File: src/rtl/hamming_dec_engine.sv
// SECDED Hamming(16,11) decoder engine: reads codewords from data memory,
// writes corrected 11-bit messages with error flags back to data memory.
module hamming_dec_engine #(
  parameter int NUM_WORDS = 15,
  parameter int SRC_BASE  = 30,
  parameter int DST_BASE  = 0,
  parameter int AW        = 8
) (
  input  logic          clk,
  input  logic          reset,
  input  logic          req,
  output logic          done,
  output logic          busy,
  output logic [AW-1:0] mem_addr,
  input  logic [7:0]    mem_rdata,
  output logic          mem_wen,
  output logic [7:0]    mem_wdata
);

  localparam int KW = (NUM_WORDS > 1) ? $clog2(NUM_WORDS) : 1;
  localparam logic [KW-1:0] K_LAST = KW'(NUM_WORDS - 1);
  localparam logic [AW-1:0] SRC_A  = AW'(SRC_BASE);
  localparam logic [AW-1:0] DST_A  = AW'(DST_BASE);
  localparam logic [AW-1:0] ONE_A  = AW'(1);

  typedef enum logic [2:0] {IDLE, RD_LO, RD_HI, DECODE, WR_LO, WR_HI} state_t;

  function automatic logic [3:0] syndrome(input logic [15:0] cw);
    logic [3:0] s;
    s = '0;
    for (int i = 1; i < 16; i++) begin
      if (cw[i]) s = s ^ 4'(i);
    end
    return s;
  endfunction

  function automatic logic [10:0] extract(input logic [15:0] cw);
    return {cw[15:9], cw[7:5], cw[3]};
  endfunction

  // Returns {flags, data}; flags 01 = corrected single error, 10 = double error.
  function automatic logic [12:0] decode(input logic [15:0] cw);
    logic [3:0]  s;
    logic        p;
    logic [15:0] fixed;
    logic [1:0]  flags;
    s     = syndrome(cw);
    p     = ^cw;
    fixed = cw;
    flags = 2'b00;
    if (p) begin
      if (s != 4'd0) fixed[s] = ~fixed[s];
      flags = 2'b01;
    end else if (s != 4'd0) begin
      flags = 2'b10;
    end
    return {flags, extract(fixed)};
  endfunction

  state_t          state_q, state_d;
  logic [KW-1:0]   k_q;
  logic            done_q;
  logic [15:0]     cw_p0;
  logic [10:0]     data_p1;
  logic [1:0]      flags_p1;
  logic [AW-1:0]   k_off, src_lo, dst_lo;

  assign k_off  = AW'({k_q, 1'b0});
  assign src_lo = SRC_A + k_off;
  assign dst_lo = DST_A + k_off;
  assign done   = done_q;

  always_comb begin
    state_d   = state_q;
    busy      = 1'b1;
    mem_addr  = '0;
    mem_wen   = 1'b0;
    mem_wdata = '0;
    case (state_q)
      IDLE: begin
        busy = 1'b0;
        if (req) state_d = RD_LO;
      end
      RD_LO: begin
        mem_addr = src_lo;
        state_d  = RD_HI;
      end
      RD_HI: begin
        mem_addr = src_lo + ONE_A;
        state_d  = DECODE;
      end
      DECODE: state_d = WR_LO;
      WR_LO: begin
        mem_addr  = dst_lo;
        mem_wen   = 1'b1;
        mem_wdata = data_p1[7:0];
        state_d   = WR_HI;
      end
      WR_HI: begin
        mem_addr  = dst_lo + ONE_A;
        mem_wen   = 1'b1;
        mem_wdata = {flags_p1, 3'b000, data_p1[10:8]};
        state_d   = (k_q == K_LAST) ? IDLE : RD_LO;
      end
      default: state_d = IDLE;
    endcase
  end

  always_ff @(posedge clk) begin
    if (reset) begin
      state_q <= IDLE;
      k_q     <= '0;
      done_q  <= 1'b0;
    end else begin
      state_q <= state_d;
      case (state_q)
        IDLE: begin
          if (req) begin
            done_q <= 1'b0;
            k_q    <= '0;
          end
        end
        WR_HI: begin
          if (k_q == K_LAST) done_q <= 1'b1;
          else               k_q    <= k_q + 1'b1;
        end
        default: ;
      endcase
    end
  end

  // Stage p0: codeword capture; stage p1: decoded data and flags.
  always_ff @(posedge clk) begin
    case (state_q)
      RD_LO:   cw_p0[7:0]  <= mem_rdata;
      RD_HI:   cw_p0[15:8] <= mem_rdata;
      DECODE:  {flags_p1, data_p1} <= decode(cw_p0);
      default: ;
    endcase
  end

endmodule

File: config.mk
export PLATFORM = sky130hd
export DESIGN_NAME = hamming_dec_engine
export DESIGN_NICKNAME = d
export VERILOG_FILES = /design/src/rtl/hamming_dec_engine.sv
export SDC_FILE = /design/constraint.sdc
export NUM_CORES = 1
export LEC_CHECK = 0
export ABC_AREA = 1
export BUFFER_PORTS_ARGS = -buffer_cell sky130_fd_sc_hd__buf_2
export CAP_MARGIN = 25
export CORE_MARGIN = 2
export CORE_UTILIZATION = 45
export DETAILED_ROUTE_END_ITERATION = 10
export HOLD_SLACK_MARGIN = 0.08
export RECOVER_POWER = 25
export SETUP_SLACK_MARGIN = 0.3
export SYNTH_ARGS = -nofsm -noshare
export SYNTH_HDL_FRONTEND = slang
export SYNTH_SLANG_ARGS = --single-unit
File: constraint.sdc
create_clock -name clk -period 5.75 [get_ports clk]
set_input_delay 0.575 -clock clk [delete_from_list [all_inputs] [get_ports clk]]
set_output_delay 0.575 -clock clk [all_outputs]
set_load 0.005 [all_outputs]
==> run_results.csv, run 1 <==
group,metric,value,unit
synth,yosys.area.top_type,"edfxtp_1",
min_path,hp-class,"in -> reg",
timing,hold_viol_final,0,
die,initial_utilization,0.471,
worst_setup_path,crit_arrival,1.97,ns
clock_network,cts-htree-levels,2,
detailed_routing,wl_met2,2100,µm
synth,synth_area_per_cell,7.73,µm²
finish,diodes,0,
clock_network,clk_pin_slew,0.07,ns
detailed_routing,via_count,2006,
detailed_routing,wire_per_inst,11.3,µm
power,p_leak,1.28,nW
die,coreArea,5140,µm²
detailed_routing,wl_met3,263,µm
finish,final_cell_mix,"68 x nand2_1, 55 x inv_1, 41 x nor2_1",
power,p_per_area,303,nW/µm²
clock_network,postCtsHoldBufs,0,
power,p_total,816,µW
clock_network,clock-root-buffer,"clkbuf_8",
detailed_routing,drc,0,
die,ios,30,
die,die_width,77.3,µm
global_routing,grt_pass1_wl,8250,µm
timing,fin_crit,2.54,ns
global_routing,grt_max_degree,15,
detailed_routing,wl_met1,2250,µm
finish,area_growth,11.3,%
timing,period_share,0.443,
timing,worst_pin_slew,0.769,ns
timing,fin_setup_tns,0,ns
placement,dpl.hpwl,3730,µm
synth,ys_seq_elements,37,
synth,yosys-top-cells-area,"edfxtp_1 36%, nand2_1 11%, inv_1 8.5%",
global_routing,grtUsageTotal,0.176,
detailed_routing,dr.pass1.iters,4,
worst_setup_path,cp.required,5.18,ns
synth,syn_area,2420,µm²
finish,n_fill_cell,515,
status,status,"complete, no violations",
clock_network,clock-sinks,37,
timing,max_slew_margin,0.485,
timing,max_freq,393,MHz
worst_setup_path,critical_path_class,"reg -> out",
detailed_routing,drt_iter0_drc,138,
clock_network,clk_latency,0.29,ns
timing,rsz0062_at_grt,"no",
clock_network,cts_setup_buffers,0,
worst_setup_path,crit_path_max_fanout,9,
global_routing,grt_antenna_before_repair,0,
power,vdd_drop_max,0.135,mV
clock_network,cts_resized,0,
clock_network,cts_tree,"built",
timing,worst_clock_skew,0.00634,ns
global_routing,first_global_vias,1827,
finish,drive_gt1_frac,0.156,
placement,portBuffers,27,
detailed_routing,drtAntennaViolNets,0,
timing,drv_slew,0,
detailed_routing,vias_per_cell,4.82,
finish,final_common_cell,"nand2_1",
synth,synth_cells,313,
synth,synth_top_area_frac,0.360,
worst_setup_path,cp-end-kind,"output port",
finish,fin_nets,359,
placement,gp_congestion,0.903,
job,drv_cap,0,
global_routing,grt-ovfl-total,0,
clock_network,cts_buffer_depth,2,
worst_setup_path,startpoint_type,"flop",
timing,setup_violations,0,
synth,yosysWarnings,0,
die,row_count,26,
detailed_routing,wirelength,4700,µm
die,die-area,5980,µm²
die,fp.dieH,77.3,µm
clock_network,cts_buffers,5,
synth,seq_area_frac_synth,0.426,
synth,ys_types,32,
detailed_routing,dr.max_layer_used,"met4",
per-stage QoR:
stage | util | instances | hold WS (ns) | instance area, µm² | setup WS, ns
floorplan | - | 314 | 0.449 | 2420 | 3.66
global placement | 0.507 | 407 | 0.451 | 2600 | 3.41
detailed placement | 0.507 | 407 | 0.464 | 2600 | 3.40
CTS | 0.523 | 415 | 0.460 | 2690 | 3.16
global route | 0.524 | 416 | 0.449 | 2690 | 2.95
finish | 0.524 | 416 | 0.470 | 2690 | 3.21
kinds of logic (layout without fill, tap and decap cells):
| logic type | after synthesis | in the layout | synth area share |
|---|---|---|---|
| xor gates and xnor gates | 18 | 18 | 0.0745 |
| buffers and inverters | 63 | 95 | 0.111 |
| adders and majority gates | 3 | 3 | 0.0155 |
| and+or+nand+nor | 157 | 157 | 0.288 |
| other | 1 | 2 | 0.00155 |
| AOI/OAI and AO/OA | 34 | 34 | 0.0838 |
| DFF | 37 | 37 | 0.426 |
state kept, by name, indices dropped and copies added, names as in the netlist:
signal and count:
cw_p0 16, data_p1 11, k_q 4, state_q 3
flags_p1 2, done 1
Yosys cell counts, drive strengths merged:
cell type	instances
nor3	4
nor3b	2
a31oi	1
a22o	5
conb	1
nand3	33
buf	5
o22ai	3
nand2	73
or2	2
clkinv	1
o21ai	19
nor2	43
xor2	7
a221oi	1
edfxtp	29
inv	57
ha	3
o21bai	1
dfxtp	8
a211oi	1
a21oi	3
xnor2	11
critical path, stage by stage (launching register included):
cell	delay (ns)
dfxtp_1	0.42
nand2_1	0.09
nor2_1	0.59
nor2_1	0.25
a31oi_1	0.19
buf_2	0.13
final cells by class:
| class | count | area, µm² | area share |
|---|---|---|---|
| Multi-Input combinational cell | 214 | 1120 | 0.417 |
| Tap cell | 70 | 87.6 | 0.0325 |
| Sequential cell | 37 | 1030 | 0.383 |
| Inverter | 58 | 219 | 0.0813 |
| Clock inverter | 1 | 8.76 | 0.00325 |
| Clock buffer | 7 | 76.3 | 0.0283 |
| Timing Repair Buffer | 29 | 146 | 0.0544 |
routing by layer:
metal | GRT usage | vias to the layer above
met5 | 0 | -
met4 | 0.0714 | 0
met3 | 0.0459 | 8
met2 | 0.277 | 51
met1 | 0.230 | 889
li1 | - | 1058
final timing paths:
check	start	end	slack [ns]	cells past startpoint
hold / removal	mem_rdata[5]	cw_p0[13]$_DFFE_PP_	0.47	1
setup reg to reg	cw_p0[3]$_DFFE_PP_	data_p1[7]$_DFFE_PP_	3.37	17
setup / recovery	state_q[1]$_SDFFE_PP0P_	mem_addr[5]	3.21	5
hold reg to reg	done$_SDFFE_PP0P_	done$_SDFFE_PP0P_	0.47	2
power breakdown:
group	leakage, nW	internal, mW	switching (mW)
Sequential	0.331	0.315	0.0152
Clock	0.0424	0.0864	0.0890
Combinational	0.906	0.0997	0.210
Total	1.28	0.501	0.314
Note: power is estimated with default switching activity, not from simulation.
==> run 2, diff against run 1 <==
PLACE_DENSITY = 0.67   (was not set)
clock period = 2.17 ns   (was 5.75 ns; I/O delays follow)
==> run_results.csv, run 2 (same netlist as run 1, synthesis figures left out) <==
group,metric,value,unit
power,p_per_area,832,nW/µm²
timing,rsz0062_at_grt,"yes",
global_routing,grt_antenna_before_repair,0,
global_routing,grt_pass1_wl,9270,µm
finish,area_growth,39.2,%
min_path,hold_depth,1,
die,row_count,26,
timing,setup_violations,11,
worst_setup_path,r2r-start,"cw_p0[7]$_DFFE_PP_",
detailed_routing,dr.pass1.iters,4,
worst_setup_path,critical_path_class,"reg -> reg",
clock_network,cts_tree,"built",
worst_setup_path,reg2reg_to,"data_p1[9]$_DFFE_PP_",
finish,regArea,1030,µm²
timing,hold_viol_final,0,
placement,gp_congestion,0.904,
power,vdd_drop_max,0.586,mV
min_path,hold-path-endpoint,"cw_p0[8]$_DFFE_PP_",
finish,final_cell_mix,"48 x inv_1, 47 x nand2_1, 29 x edfxtp_1, 29 x buf_4, 27 x nor2_1",
die,die-area,5980,µm²
global_routing,first_global_vias,2027,
finish,n_fill_cell,423,
detailed_routing,drc,0,
status,status,"finished, violations left",
detailed_routing,drtAntennaViolNets,0,
clock_network,cts_buffer_depth,2,
placement,dp.cells,423,
die,die_width,77.3,µm
timing,drv_slew,0,
worst_setup_path,cp-end-kind,"flop",
detailed_routing,drt_iter0_drc,100,
detailed_routing,vias_per_cell,4.96,
finish,multi_input_area,1540,µm²
timing,period_share,1.07,
die,ios,30,
timing,fin_ws,-0.145,ns
finish,final_cell_area,3370,µm²
status,violations,"setup timing",
finish,largest_reg_flops,16,
finish,final-instance-count-excl-fill,449,
timing,max_freq,432,MHz
finish,fin_nets,392,
finish,utilization,0.655,
job,drv_cap,0,
worst_setup_path,startpoint_type,"flop",
power,p_leak,1.53,nW
detailed_routing,wirelength,6220,µm
power,p_total,2.80,mW
global_routing,grtUsageTotal,0.197,
clock_network,clock-root-buffer,"clkbuf_8",
min_path,hp-class,"in -> reg",
worst_setup_path,crit_path_max_fanout,6,
placement,dpl.hpwl,4050,µm
worst_setup_path,cp.required,2.23,ns
placement,portBuffers,27,
detailed_routing,wire_per_inst,13.9,µm
finish,regMostFlops,"cw_p0",
clock_network,cts-htree-levels,2,
clock_network,clk_latency,0.30,ns
timing,fin_crit,2.31,ns
die,fp.dieH,77.3,µm
min_path,min_from,"mem_rdata[0]",
worst_setup_path,ff2ff_path_depth,17,
die,coreArea,5140,µm²
global_routing,grt_max_degree,13,
worst_setup_path,rrSetupSlack,-0.14,ns
clock_network,cts_buffers,5,
timing,worst_clock_skew,0.00758,ns
placement,pre_cts_slack,-0.0607,ns
worst_setup_path,crit_arrival,2.38,ns
finish,drive_gt1_frac,0.404,
global_routing,grt-ovfl-total,0,
placement,placed_cell_area,2820,µm²
finish,diodes,0,
die,initial_utilization,0.471,
finish,final_common_cell,"inv_1",
clock_network,clk_pin_slew,0.08,ns
detailed_routing,via_count,2227,
clock_network,clock-sinks,37,
[run 2: critical path, cell delays in order, from the launching register on]
cell and delay [ns]:
edfxtp_1 0.49, xor2_2 0.23, buf_6 0.14, inv_2 0.05
nand2_2 0.06, nand2_4 0.13, nand2_2 0.07, inv_2 0.07
nor2_4 0.05, buf_4 0.13, nand3_2 0.06, nand2_1 0.05
nor2_1 0.12, nand2_2 0.12, nand3_4 0.12, nand3_1 0.08
nand2_1 0.08, inv_1 0.04
[run 2: worst max path at each step]
stage | start | endpoint | slack (ns) | depth (start not counted)
3_5_place_dp | cw_p0[7]$_DFFE_PP_ | data_p1[2]$_DFFE_PP_ | -0.06 | 13
6_report | cw_p0[7]$_DFFE_PP_ | data_p1[9]$_DFFE_PP_ | -0.14 | 17
5_1_grt | cw_p0[5]$_DFFE_PP_ | data_p1[8]$_DFFE_PP_ | -0.25 | 10
4_1_cts | cw_p0[14]$_DFFE_PP_ | data_p1[7]$_DFFE_PP_ | 0.02 | 16
3_3_place_gp | cw_p0[11]$_DFFE_PP_ | data_p1[7]$_DFFE_PP_ | -0.04 | 13
2_1_floorplan | cw_p0[7]$_DFFE_PP_ | data_p1[9]$_DFFE_PP_ | 0.19 | 11
[run 2: what timing repair did]
action                     4_1_cts  5_1_grt
hold buffers                     0        0
pin swaps                        8       21
resized for setup               22       58
gates cloned                     1        1
setup endpoints to repair       18       26
buffers inserted                 8        8
[run 2: routing by layer]
metal	track usage	share of wire	wire length, µm
met5	0	0	0
met2	0.337	0.53	3270
met1	0.243	0.41	2560
met4	0.0929	0.034	212
met3	0.0282	0.029	183
[run 2: through the flow]
stage / setup TNS, ns / hold slack (ns)
floorplan: 0 / 0.286
global placement: -0.160 / 0.406
detailed placement: -0.397 / 0.409
CTS: 0 / 0.101
global route: -2.59 / 0.105
finish: -1.48 / 0.110
[run 2: power by group]
group,leakage [nW],switching (mW),internal (mW),total [mW]
Sequential,0.331,0.0451,0.835,0.880
Combinational,1.15,0.881,0.552,1.43
Clock,0.0439,0.267,0.222,0.489
[run 2: layout make-up]
cell class / count / share of cell area
clock buffers: 5 / 0.0204
clock inverters: 3 / 0.00520
inverters: 58 / 0.0658
multi-input cells: 215 / 0.457
flip-flops and latches: 37 / 0.307
well taps: 70 / 0.0260
repair buffers: 60 / 0.117
repair inverters: 1 / 0.00223
==> run 3, diff against run 2 <==
==> constraint.sdc (replaced) <==
create_clock -name clk -period 2.17 [get_ports clk]
set_input_delay 0.1085 -clock clk [delete_from_list [all_inputs] [get_ports clk]]
set_output_delay 0.1085 -clock clk [all_outputs]
set_load 0.005 [all_outputs]
==> run_results.csv, run 3 (same netlist as run 1, synthesis figures left out) <==
group,metric,value,unit
detailed_routing,via_count,2303,
finish,utilization,0.680,
finish,multi_input_area,1530,µm²
finish,n_fill_cell,415,
clock_network,clk_latency,0.30,ns
worst_setup_path,reg2reg_to,"data_p1[10]$_DFFE_PP_",
finish,regArea,1030,µm²
detailed_routing,wirelength,6120,µm
worst_setup_path,startpoint_type,"flop",
clock_network,cts_tree,"built",
timing,fin_ws,-0.0632,ns
clock_network,cts_buffers,5,
worst_setup_path,cp-end-kind,"flop",
finish,diodes,0,
power,p_total,2.79,mW
global_routing,grt_antenna_before_repair,0,
clock_network,cts-htree-levels,2,
timing,rsz0062_at_grt,"yes",
die,initial_utilization,0.471,
worst_setup_path,crit_path_max_fanout,6,
job,drv_cap,0,
placement,gp_congestion,0.877,
detailed_routing,vias_per_cell,4.98,
worst_setup_path,ff2ff_path_depth,12,
worst_setup_path,r2r-start,"cw_p0[7]$_DFFE_PP_",
timing,max_freq,448,MHz
detailed_routing,drc,0,
timing,hold_viol_final,0,
worst_setup_path,cp_cell_sequence,"buf_6, xor2_4, buf_6, xor2_4, xnor2_4, o21ai_1, inv_1, nand2_2, nand3_4, nand3_1, nand2_1, inv_1",
clock_network,clock-root-buffer,"clkbuf_8",
clock_network,cts_buffer_depth,2,
timing,drv_slew,0,
global_routing,first_global_vias,2087,
die,die_width,77.3,µm
timing,fin_setup_tns,-0.519,ns
worst_setup_path,path_buf_inv,4,
finish,final_cell_mix,"47 x inv_1, 47 x nand2_1, 32 x buf_4",
finish,area_growth,44.6,%
finish,regMostFlops,"cw_p0",
power,p_per_area,798,nW/µm²
finish,drive_gt1_frac,0.393,
worst_setup_path,crit_arrival,2.29,ns
timing,fin_crit,2.23,ns
detailed_routing,drt_iter0_drc,178,
timing,max_slew_margin,0.668,
power,vdd_drop_max,0.463,mV
min_path,min_from,"req",
detailed_routing,dr.pass1.iters,5,
worst_setup_path,slowest_stage,"edfxtp_1",
worst_setup_path,critical_path_class,"reg -> reg",
timing,period_share,1.03,
die,ios,30,
timing,setup_violations,11,
timing,holdWs,0.174,ns
detailed_routing,drtAntennaViolNets,0,
min_path,hold-path-endpoint,"state_q[0]$_SDFFE_PP0P_",
worst_setup_path,rrSetupSlack,-0.06,ns
die,coreArea,5140,µm²
min_path,hp-class,"in -> reg",
clock_network,clk_pin_slew,0.08,ns
finish,largest_reg_flops,16,
die,row_count,26,
global_routing,grt_max_degree,13,
status,status,"finished, violations left",
min_path,hold_depth,3,
die,die-area,5980,µm²
power,p_leak,1.60,nW
worst_setup_path,path_delay_family,"XOR/XNOR gates",
worst_setup_path,cp_slowest_stage_delay,0.42,ns
timing,worst_clock_skew,0.0175,ns
timing,worst_pin_slew,0.496,ns
placement,dpl.hpwl,3910,µm
status,violations,"setup timing",
global_routing,grtUsageTotal,0.196,
global_routing,grt_pass1_wl,9340,µm
finish,fin_nets,405,
detailed_routing,wire_per_inst,13.3,µm
global_routing,grt-ovfl-total,0,
worst_setup_path,cp.required,2.23,ns
die,fp.dieH,77.3,µm
placement,portBuffers,27,
clock_network,clock-sinks,37,
## run 3: changes by cell type in the layout (fill, tap and decap cells not counted), sizes merged
cell / previous run / this run
dlygate4sd3: 0 / 9
buf: 56 / 60
## run 3: power by group
part | leakage (nW) | switching, mW | internal, mW | total (mW)
Sequential | 0.331 | 0.0450 | 0.835 | 0.880
Combinational | 1.23 | 0.853 | 0.569 | 1.42
Clock | 0.0439 | 0.267 | 0.222 | 0.489
## run 3: area by class of cell
type,instances,share of cell area
multi-input combinational,215,0.438
sequential,37,0.295
timing repair buffer,73,0.150
inverter,58,0.0644
tap,70,0.0250
clock buffer,5,0.0197
clock inverter,3,0.00501
timing repair inverter,1,0.00215
## run 3: tightest hold or removal path, delay by kind of cell
kind | cells | cell delay [ns]
AOI/OAI and AO/OA | 2 | 0.21
buffers and inverters | 1 | 0.10
## run 3: how the worst max path moves through the flow
| stage | startpoint | to | slack, ns | cells after the start |
|---|---|---|---|---|
| global placement | cw_p0[11]$_DFFE_PP_ | data_p1[7]$_DFFE_PP_ | -0.04 | 13 |
| CTS | cw_p0[14]$_DFFE_PP_ | data_p1[2]$_DFFE_PP_ | 0.04 | 13 |
| finish | cw_p0[7]$_DFFE_PP_ | data_p1[10]$_DFFE_PP_ | -0.06 | 12 |
| floorplan | cw_p0[7]$_DFFE_PP_ | data_p1[9]$_DFFE_PP_ | 0.19 | 11 |
| detailed placement | cw_p0[7]$_DFFE_PP_ | data_p1[7]$_DFFE_PP_ | -0.1 | 13 |
| global route | cw_p0[15]$_DFFE_PP_ | data_p1[1]$_DFFE_PP_ | -0.18 | 14 |
## run 3: layer usage
metal / track usage / part of all wire / vias to the layer above
li1: - / - / 1163
met1: 0.243 / 0.42 / 1058
met2: 0.323 / 0.51 / 63
met3: 0.0459 / 0.041 / 19
met4: 0.0875 / 0.029 / 0
met5: 0 / 0 / -
## run 3: through the flow
stage / cell area [µm²] / instances / setup slack, ns
after floorplan: 2520 / 314 / 0.187
after global placement: 2820 / 423 / -0.0415
after detailed placement: 2820 / 423 / -0.0952
after CTS: 3210 / 449 / 0.0375
after global routing: 3500 / 462 / -0.185
final: 3500 / 462 / -0.0632
## run 3: what timing repair did
action	4_1_cts	5_1_grt
gates resized for setup	33	48
setup endpoints to repair	13	29
buffers inserted	7	13
hold endpoints to repair	20	0
hold buffers	9	0
gates cloned	2	0
pin swaps	14	16
